`src/rtl/calc1_req_sequencer.sv`:
```
// Host-side request sequencer for one calculator channel: buffers {cmd,op1,op2} in a FIFO and
// issues one request at a time. Define CALC1_SEQ_TIMEOUT_EN to enable the WAIT-state timeout.
module calc1_req_sequencer #(
  parameter int FIFO_DEPTH     = 4,
  parameter int TIMEOUT_CYCLES = 10
) (
  input  logic        c_clk,
  input  logic        reset,
  input  logic        in_valid,
  output logic        in_ready,
  input  logic [3:0]  in_cmd,
  input  logic [31:0] in_op1,
  input  logic [31:0] in_op2,
  output logic [3:0]  req_cmd_out,
  output logic [31:0] req_data_out,
  input  logic [1:0]  out_resp,
  input  logic [31:0] out_data,
  output logic        rsp_valid,
  input  logic        rsp_ready,
  output logic [1:0]  rsp_resp,
  output logic [31:0] rsp_data,
  output logic [3:0]  rsp_cmd,
  output logic        rsp_timeout,
  output logic        busy
);

  localparam int PTR_W = $clog2(FIFO_DEPTH);
  localparam logic [PTR_W:0] PTR_ONE = 1;

  typedef enum logic [2:0] {S_IDLE, S_SEND1, S_SEND2, S_WAIT, S_HOLD} state_t;

  state_t         r_state, w_state_next;
  logic [67:0]    r_mem [FIFO_DEPTH];
  logic [PTR_W:0] r_wr_ptr, r_rd_ptr;
  logic [3:0]     r_cur_cmd;
  logic [31:0]    r_cur_op1, r_cur_op2;
  logic [1:0]     r_rsp_resp;
  logic [31:0]    r_rsp_data;
  logic [3:0]     r_rsp_cmd;
  logic           w_empty, w_full, w_push, w_pop, w_capture, w_timeout_hit;
  logic [1:0]     w_cap_resp;
  logic [31:0]    w_cap_data;

  // Extra pointer MSB distinguishes full from empty when the index bits match
  assign w_empty = (r_wr_ptr == r_rd_ptr);
  assign w_full  = (r_wr_ptr[PTR_W] != r_rd_ptr[PTR_W]) &&
                   (r_wr_ptr[PTR_W-1:0] == r_rd_ptr[PTR_W-1:0]);
  assign in_ready = !w_full;
  assign w_push   = in_valid && in_ready && !reset;

  assign rsp_valid = (r_state == S_HOLD);
  assign rsp_resp  = r_rsp_resp;
  assign rsp_data  = r_rsp_data;
  assign rsp_cmd   = r_rsp_cmd;
  assign busy      = (r_state != S_IDLE) || !w_empty;

`ifdef CALC1_SEQ_TIMEOUT_EN
  localparam int CNT_W = $clog2(TIMEOUT_CYCLES + 1);
  logic [CNT_W-1:0] r_wait_cnt;
  logic             r_rsp_timeout;

  // Counter holds k-1 during the k-th WAIT cycle
  assign w_timeout_hit = (r_wait_cnt == CNT_W'(TIMEOUT_CYCLES - 1));
  assign rsp_timeout   = r_rsp_timeout;

  always_ff @(posedge c_clk) begin
    if (reset || r_state != S_WAIT) r_wait_cnt <= '0;
    else                            r_wait_cnt <= r_wait_cnt + CNT_W'(1);
    if (reset) r_rsp_timeout <= 1'b0;
    else if (w_capture) r_rsp_timeout <= (r_state == S_WAIT) && (out_resp == 2'b00);
  end
`else
  assign w_timeout_hit = 1'b0;
  assign rsp_timeout   = 1'b0;
`endif

  always_ff @(posedge c_clk) begin
    if (reset) r_state <= S_IDLE;
    else       r_state <= w_state_next;
  end

  always_comb begin
    w_state_next = r_state;
    w_pop        = 1'b0;
    w_capture    = 1'b0;
    w_cap_resp   = 2'b00;
    w_cap_data   = '0;
    req_cmd_out  = '0;
    req_data_out = '0;
    case (r_state)
      S_IDLE: begin
        if (!w_empty) begin
          w_pop        = 1'b1;
          w_state_next = S_SEND1;
        end
      end
      S_SEND1: begin
        req_cmd_out  = r_cur_cmd;
        req_data_out = r_cur_op1;
        w_state_next = S_SEND2;
      end
      S_SEND2: begin
        req_data_out = r_cur_op2;
        // A no-op command never gets a calculator answer, so complete it locally
        if (r_cur_cmd == 4'd0) begin
          w_capture    = 1'b1;
          w_state_next = S_HOLD;
        end else begin
          w_state_next = S_WAIT;
        end
      end
      S_WAIT: begin
        if (out_resp != 2'b00) begin
          w_capture    = 1'b1;
          w_cap_resp   = out_resp;
          w_cap_data   = out_data;
          w_state_next = S_HOLD;
        end else if (w_timeout_hit) begin
          w_capture    = 1'b1;
          w_state_next = S_HOLD;
        end
      end
      S_HOLD: begin
        if (rsp_ready) w_state_next = S_IDLE;
      end
      default: w_state_next = S_IDLE;
    endcase
  end

  always_ff @(posedge c_clk) begin
    if (w_push) r_mem[r_wr_ptr[PTR_W-1:0]] <= {in_cmd, in_op1, in_op2};
  end

  always_ff @(posedge c_clk) begin
    if (reset) begin
      r_wr_ptr   <= '0;
      r_rd_ptr   <= '0;
      r_cur_cmd  <= '0;
      r_cur_op1  <= '0;
      r_cur_op2  <= '0;
      r_rsp_resp <= '0;
      r_rsp_data <= '0;
      r_rsp_cmd  <= '0;
    end else begin
      if (w_push) r_wr_ptr <= r_wr_ptr + PTR_ONE;
      if (w_pop) begin
        r_rd_ptr <= r_rd_ptr + PTR_ONE;
        {r_cur_cmd, r_cur_op1, r_cur_op2} <= r_mem[r_rd_ptr[PTR_W-1:0]];
      end
      if (w_capture) begin
        r_rsp_resp <= w_cap_resp;
        r_rsp_data <= w_cap_data;
        r_rsp_cmd  <= r_cur_cmd;
      end
    end
  end

endmodule

```
`config.mk`:
```
export PLATFORM = sky130hd
export DESIGN_NAME = calc1_req_sequencer
export DESIGN_NICKNAME = d
export VERILOG_FILES = /design/src/rtl/calc1_req_sequencer.sv
export SDC_FILE = /design/constraint.sdc
export NUM_CORES = 1
export LEC_CHECK = 0
export BUFFER_PORTS_ARGS = -buffer_cell sky130_fd_sc_hd__buf_4
export CORE_AREA = 2 2 170 172
export CTS_CLUSTER_DIAMETER = 150
export DETAILED_ROUTE_END_ITERATION = 8
export DIE_AREA = 0 0 172 174
export PLACE_DENSITY = 0.72
export SKIP_CTS_REPAIR_TIMING = 1
export SYNTH_ARGS = -nofsm -noshare
export SYNTH_HDL_FRONTEND = slang
export SYNTH_SLANG_ARGS = --single-unit
```
`constraint.sdc`:
```
create_clock -name c_clk -period 3.1 [get_ports c_clk]
set_input_delay 0.465 -clock c_clk [delete_from_list [all_inputs] [get_ports c_clk]]
set_output_delay 0.465 -clock c_clk [all_outputs]
set_load 0.03 [all_outputs]
```
==> impl_results.md, run 1 <==
* Outcome: finished, final reports clean
* Clock power frac at 33.3%
* Slew @ Worst Pin at 1.05 ns
* Seq/Total Area, Yosys at between 70 and 80%
* Reg-to-Reg End: r_mem[0][62]$_DFFE_PP_
* Hpwl dp at between 15,000 and 20,000 um
* Warnings from Yosys at 0
* Final setup vio count at 0
* Worst Clk Skew at 0.0121 ns
* Synth area leaders: edfxtp_1 57%, dfxtp_1 16%, mux4_2 11%
* Antenna Violating Nets Remaining at 0
* Worst skew pair latency at around 0.52 ns
* DIE HEIGHT at roughly 170 um
* Flops & latches, synth at 387
* Unrepaired setup endpoints after global routing: no
* Clock root buffer: clkbuf_16
* TritonCTS Buffers at 39
* Power share of the combinational group at 21.2%
* Yosys top cell by area: edfxtp_1
* Final #Nets at 1,194
* DP Cell Count at 1,426
* Die area at ~30,000 um2
* Avg Inst Size Synth at roughly 16 um2
* WL final at slightly above 30,000 um
* Initial DRC count at 620
* R2r startpoint: r_wr_ptr[0]$_SDFFE_PP0P_
* Fin cells at 1,496
* Area grow syn2layout at 21.3%
* Hold endpoint: r_mem[2][51]$_DFFE_PP_
* Flop pwr share at approximately 46%
* Post-synth ARST share at 0%
* Clk buf depth at 3
* Slew Limit Fails at 0
* Remaining global-route overflow at 0
* Clk slew on worst S/H paths at 0.06 ns
* Leakage at 6.09 nW
* Critical path fanouts, max at 28
* Max IR drop VDD at 0.676 mV
* Vias at 8,180
* Layout cells sized above 1 at 30.9%
* Reg2reg setup slack at 0.74 ns
* Pwr Density at 794 nW/um2
* Switching pwr at 3.88 mW
* # diodes at 0
* Crit path capture type: output pin
* Main synth FF type: edfxtp_1
* Clock sinks at 387
* # IOs at 184
* Number of port buffers at 182
* Total negative slack at 0 ns
* Max cap viols at 0
* Placeable Area at 28,200 um2
* Drt pass-1 iters at 4
* Via/cell ratio at ~5.5
* Commonest non-fill, non-tap cell in the layout: edfxtp_1
* Hold crit path type: in2reg
* Final hold vios at 0
* Initial antenna violation count at 0
* Worst R2R Path Depth at 4
* Internal power at around 10 mW
* Die Wd at roughly 170 um
* Required @ worst endpoint at around 2.6 ns
* Relative slew slack at 29.9%
* Routability-driven placement congestion ratio at 0.760
* Cells after Synth at 894
* CTS tree: yes
* Synth Net Count at 1,005
* Critical Path Source Type: register
* Wire length per cell at 20.5 um
* Vias in the first global route at 8,172
* GRT Total Usage at 20.6%
* Post-layout min period at 2.72 ns
* Fmax achieved at 368 MHz
* Worst Hold Path Cells at 1
* Largest net degree at the start of global routing at 73
* Part of the cycle the worst path needs at 87.7%
* First-pass GRT wire length at 46,500 um
* Most frequent cells in the layout: 272 x edfxtp_1, 201 x buf_4, 149 x nand2_1
* Crit path kind: reg2out
* Initial core utilization at 50.9%
* Switching share of total power at 28.0%
* H-tree lvl count at 2
* Area share of the largest cell type after synthesis at 56.8%
* Post-synth EDFFs at 272
* Worst EP arrival at ~2.3 ns
* Unique masters post-synth at 40
* Cell Area, Synth at 14,400 um2
* FP Rows at between 60 and 70
* # DRC at 0
* Hold path start: in_op1[19]
==> logic make-up (layout without fill, tap and decap cells) <==
kind of cell             Yosys count  after routing  synth area share, %
AND/OR/NAND/NOR                  209            209                 6.02
AO/OA/AOI/OAI                    152            152                 7.07
XOR/XNOR                           8              8                0.540
multiplexers                      68             68                 10.7
buffers and inverters             64            282                 2.41
adder cells (fa/ha/maj)            5              5                0.435
flip-flops                       387            387                 72.8
other                              1              1               0.0261
==> per-stage QoR <==
stage | setup WS [ns] | power, mW | hold WS (ns) | utilization, % | area (um2)
floorplan | 0.693 | 8.53 | 0.436 | - | 14400
global placement | 0.646 | 9.31 | 0.441 | 57.2 | 16200
detailed placement | 0.590 | 9.38 | 0.447 | 57.2 | 16200
CTS | 0.280 | 14.0 | 0.123 | 61.8 | 17400
global route | 0.163 | 14.4 | 0.132 | 61.8 | 17400
finish | 0.381 | 13.9 | 0.141 | 61.8 | 17400
==> worst max path at each step <==
stage / slack, ns / endpoint / depth (start not counted) / start
floorplan: 0.69 / r_mem[0][0]$_DFFE_PP_ / 4 / r_rd_ptr[0]$_SDFFE_PP0P_
global placement: 0.65 / r_mem[0][58]$_DFFE_PP_ / 4 / reset
detailed placement: 0.59 / r_mem[0][59]$_DFFE_PP_ / 4 / reset
CTS: 0.28 / busy / 5 / r_rd_ptr[0]$_SDFFE_PP0P_
global route: 0.16 / busy / 5 / r_rd_ptr[0]$_SDFFE_PP0P_
finish: 0.38 / busy / 5 / r_rd_ptr[0]$_SDFFE_PP0P_
==> critical path, cell delays in order, from the launching register on <==
cell     delay (ns)
dfxtp_4        0.35
buf_4          0.47
xor2_1         0.25
nor3_1         0.36
nand2_1        0.11
buf_4          0.19
==> state kept, by name (all words and copies together), names as in the netlist <==
register / flops
r_mem: 272
r_cur_op1: 32
r_cur_op2: 32
rsp_data: 32
r_cur_cmd: 4
rsp_cmd: 4
r_rd_ptr: 3
r_state: 3
r_wr_ptr: 3
rsp_resp: 2
==> final cells by class <==
type                       instances  area, um2
timing repair buffer             206       1610
clock inverter                    13        153
clock buffer                      57       1120
multi-input combinational        443       3570
fill                            2102      10800
inverter                           6       22.5
tap                              384        480
sequential                       387      10500
==> synthesized netlist by cell type (2+ instances only) <==
| cell type | number |
|---|---|
| buf_4 | 5 |
| a22oi_1 | 34 |
| xor2_1 | 2 |
| buf_6 | 8 |
| nor2_1 | 38 |
| a21oi_1 | 77 |
| buf_2 | 22 |
| or3_1 | 2 |
| nor2b_1 | 2 |
| and2_1 | 8 |
| ha_1 | 5 |
| mux4_2 | 68 |
| a22o_1 | 32 |
| xnor2_1 | 5 |
| edfxtp_1 | 272 |
| clkbuf_1 | 23 |
| dfxtp_1 | 115 |
| nand2_1 | 149 |
| inv_1 | 6 |
==> per-layer routing <==
layer / part of all wire (%) / GRT usage [%] / up-vias
met5: 0 / 0 / -
met2: 51 / 35.9 / 297
met1: 40 / 26.5 / 4068
met3: 6.6 / 3.67 / 46
met4: 2.3 / 6.13 / 0
li1: - / - / 3769
==> power by group through the flow <==
stage	combinational, mW	sequential, mW	clock [mW]
after floorplan	2.20	6.33	0
after global placement	2.93	6.38	0
after detailed placement	2.98	6.40	0
after CTS	2.99	6.30	4.69
after global routing	3.21	6.34	4.88
final	2.94	6.30	4.61
No activity file was read; power rests on OpenSTA's default activity.
==> run 2: changes to the inputs <==
==> config.mk (replaced) <==
export PLATFORM = sky130hd
export DESIGN_NAME = calc1_req_sequencer
export DESIGN_NICKNAME = d
export VERILOG_FILES = /design/src/rtl/calc1_req_sequencer.sv
export SDC_FILE = /design/constraint.sdc
export NUM_CORES = 1
export LEC_CHECK = 0
export CORE_AREA = 2 2 226 228
export CTS_CLUSTER_DIAMETER = 150
export DETAILED_ROUTE_END_ITERATION = 8
export DIE_AREA = 0 0 228 230
export DONT_BUFFER_PORTS = 1
export PLACE_DENSITY = 0.41
export SKIP_CTS_REPAIR_TIMING = 1
export SYNTH_ARGS = -nofsm -noshare
export SYNTH_HDL_FRONTEND = slang
export SYNTH_SLANG_ARGS = --single-unit
==> run 2 against run 1 <==
Against the previous run: first-iteration DRC count fell by 30%; wire length rose by 24%; cell count rose by 14%; final area rose by 0.49%; clock skew rose by 0.010 ns; critical path depth fell by 2; power rose by 5.3%; maximum frequency rose by 3.1%; combinational power barely moved; hold slack got worse by 0.12 ns.
==> impl_results.md, run 2 (synthesized netlist as in run 1, its figures left out) <==
* Outcome: finished, final reports clean
* Reg2reg setup slack at 0.75 ns (about the same)
* Antenna Violating Nets Remaining at 0 (unchanged)
* Hpwl dp at 22,900 um (+18%)
* Clk slew on worst S/H paths at 0.06 ns (about the same)
* Max IR drop VDD at 0.440 mV (-35%)
* DIE HEIGHT at 230 um (+32%)
* GRT Total Usage at 14.1% (-6.5 points)
* Slew @ Worst Pin at 1.04 ns (-0.0153 ns)
* Pre-CTS WS at 0.682 ns (+0.0922 ns)
* Hold path start: reset
* Remaining global-route overflow at 0 (unchanged)
* Via/cell ratio at 4.64 (-15%)
* Clock root buffer: clkbuf_16
* Total negative slack at 0 ns (unchanged)
* Final #Nets at 1,099 (-8.0%)
* Crit path capture type: output pin
* Placeable Area at 49,900 um2 (+77%)
* Area grow syn2layout at 21.9%
* Initial core utilization at 28.8% (-22 points)
* CTS tree: yes
* FP Rows at 82 (+32%)
* Pwr Density at 832 nW/um2 (+4.8%)
* Die area at 52,400 um2 (+75%)
* # DRC at 0 (unchanged)
* Unrepaired setup endpoints after global routing: no
* Worst Clk Skew at 0.0224 ns (+0.0103 ns)
* Final setup vio count at 0 (unchanged)
* Worst skew pair latency at 0.57 ns (+0.05 ns)
* Worst R2R Path Depth at 4 (unchanged)
* Vias in the first global route at 7,952 (-2.7%)
* Number of port buffers at 0 (-100%)
* Worst EP arrival at 2.17 ns (-0.08 ns)
* Die Wd at 228 um (+33%)
* Vias at 7,877 (-3.7%)
* First-pass GRT wire length at 54,500 um (+17%)
* Crit path capture: req_data_out[19]
* Initial DRC count at 435 (-30%)
* Initial antenna violation count at 4 (+4)
* Routability-driven placement congestion ratio at 0.723 (-4.9%)
* # fillers at 4,878 (+130%)
* TritonCTS Buffers at 44 (+13%)
* Critical path fanouts, max at 22 (-21%)
* Slew Limit Fails at 0 (unchanged)
* Layout cells sized above 1 at 17.7% (-13 points)
* Max cap viols at 0 (unchanged)
* Commonest non-fill, non-tap cell in the layout: edfxtp_1
* Largest net degree at the start of global routing at 116 (+59%)
* R2r startpoint: r_wr_ptr[0]$_SDFFE_PP0P_
* WL final at 38,000 um (+24%)
* Critical Path Source Type: register
* Crit path kind: reg2out
* Required @ worst endpoint at 2.63 ns (about the same)
* Clock sinks at 387 (unchanged)
* Final hold vios at 0 (unchanged)
* Wire length per cell at 22.4 um (+8.8%)
* Crit path launch: r_state[1]$_SDFFE_PP0P_
* Leakage at 5.65 nW (-7.3%)
* Drt pass-1 iters at 4 (unchanged)
* Reg-to-Reg End: r_mem[0][67]$_DFFE_PP_
* Part of the cycle the worst path needs at 85.1% (-2.6 points)
* Number of flip-flops in the largest register at 272 (unchanged)
* Relative slew slack at 30.7% (+0.79 points)
* Clk buf depth at 3 (unchanged)
* Setup WS post-layout at 0.461 ns (+0.0806 ns)
* Hold crit path type: in2reg
* H-tree lvl count at 2 (unchanged)
* # IOs at 184 (unchanged)
* Most frequent cells in the layout: 272 x edfxtp_1, 149 x nand2_1, 113 x dfxtp_1
* Fmax achieved at 379 MHz (+3.1%)
* Post-layout min period at 2.64 ns (-0.0806 ns)
## run 2: worst min path at each step
stage / to / depth (start not counted)
5_1_grt: r_wr_ptr[1]$_SDFFE_PP0P_ / 1
4_1_cts: r_cur_op2[23]$_SDFFE_PP0P_ / 1
6_report: r_wr_ptr[1]$_SDFFE_PP0P_ / 1
3_5_place_dp: r_cur_op1[0]$_SDFFE_PP0P_ / 2
3_3_place_gp: r_cur_op1[28]$_SDFFE_PP0P_ / 2
2_1_floorplan: r_cur_op2[0]$_SDFFE_PP0P_ / 2
## run 2: layout make-up
type                       instances  area [um2]  area share (%)
inverter                           6        22.5           0.129
clock inverter                    16         171           0.978
clock buffer                      66        1310            7.47
tap                              672         841            4.80
timing repair buffer             106        1130            6.43
sequential                       387       10500            59.8
multi-input combinational        443        3570            20.4
antenna                            2        5.00          0.0286
## run 2: per-stage QoR
step | util, % | hold WS (ns) | total power [mW] | area, um2 | instances
5_1_grt | 35.1 | 0.00585 | 15.3 | 17500 | 1698
3_5_place_dp | 30.6 | 0.441 | 9.39 | 15300 | 1537
6_report | 35.1 | 0.0187 | 14.6 | 17500 | 1698
3_3_place_gp | 30.6 | 0.440 | 9.40 | 15300 | 1537
2_1_floorplan | - | 0.436 | 8.53 | 14400 | 894
4_1_cts | 33.6 | -0.0645 | 14.7 | 16700 | 1619
## run 2: worst max-delay path, stage by stage (launching register included)
cell and delay, ns:
dfxtp_1 0.49, nor3b_4 0.27, buf_4 0.38, a22o_1 0.46
## run 2: metal layers
metal / track usage, % / vias up / share of wire (%)
met4: 4.17 / 2 / 1.9
met5: 0 / - / 0.029
li1: - / 3585 / -
met2: 23.6 / 236 / 49
met1: 17.2 / 3999 / 42
met3: 4.77 / 55 / 7.1
## run 2: where the power goes
group          total (mW)  switching, mW  internal (mW)
registers            6.41          0.378           6.03
clock network        5.25           2.08           3.18
logic                2.92           1.83           1.09
total                14.6           4.28           10.3
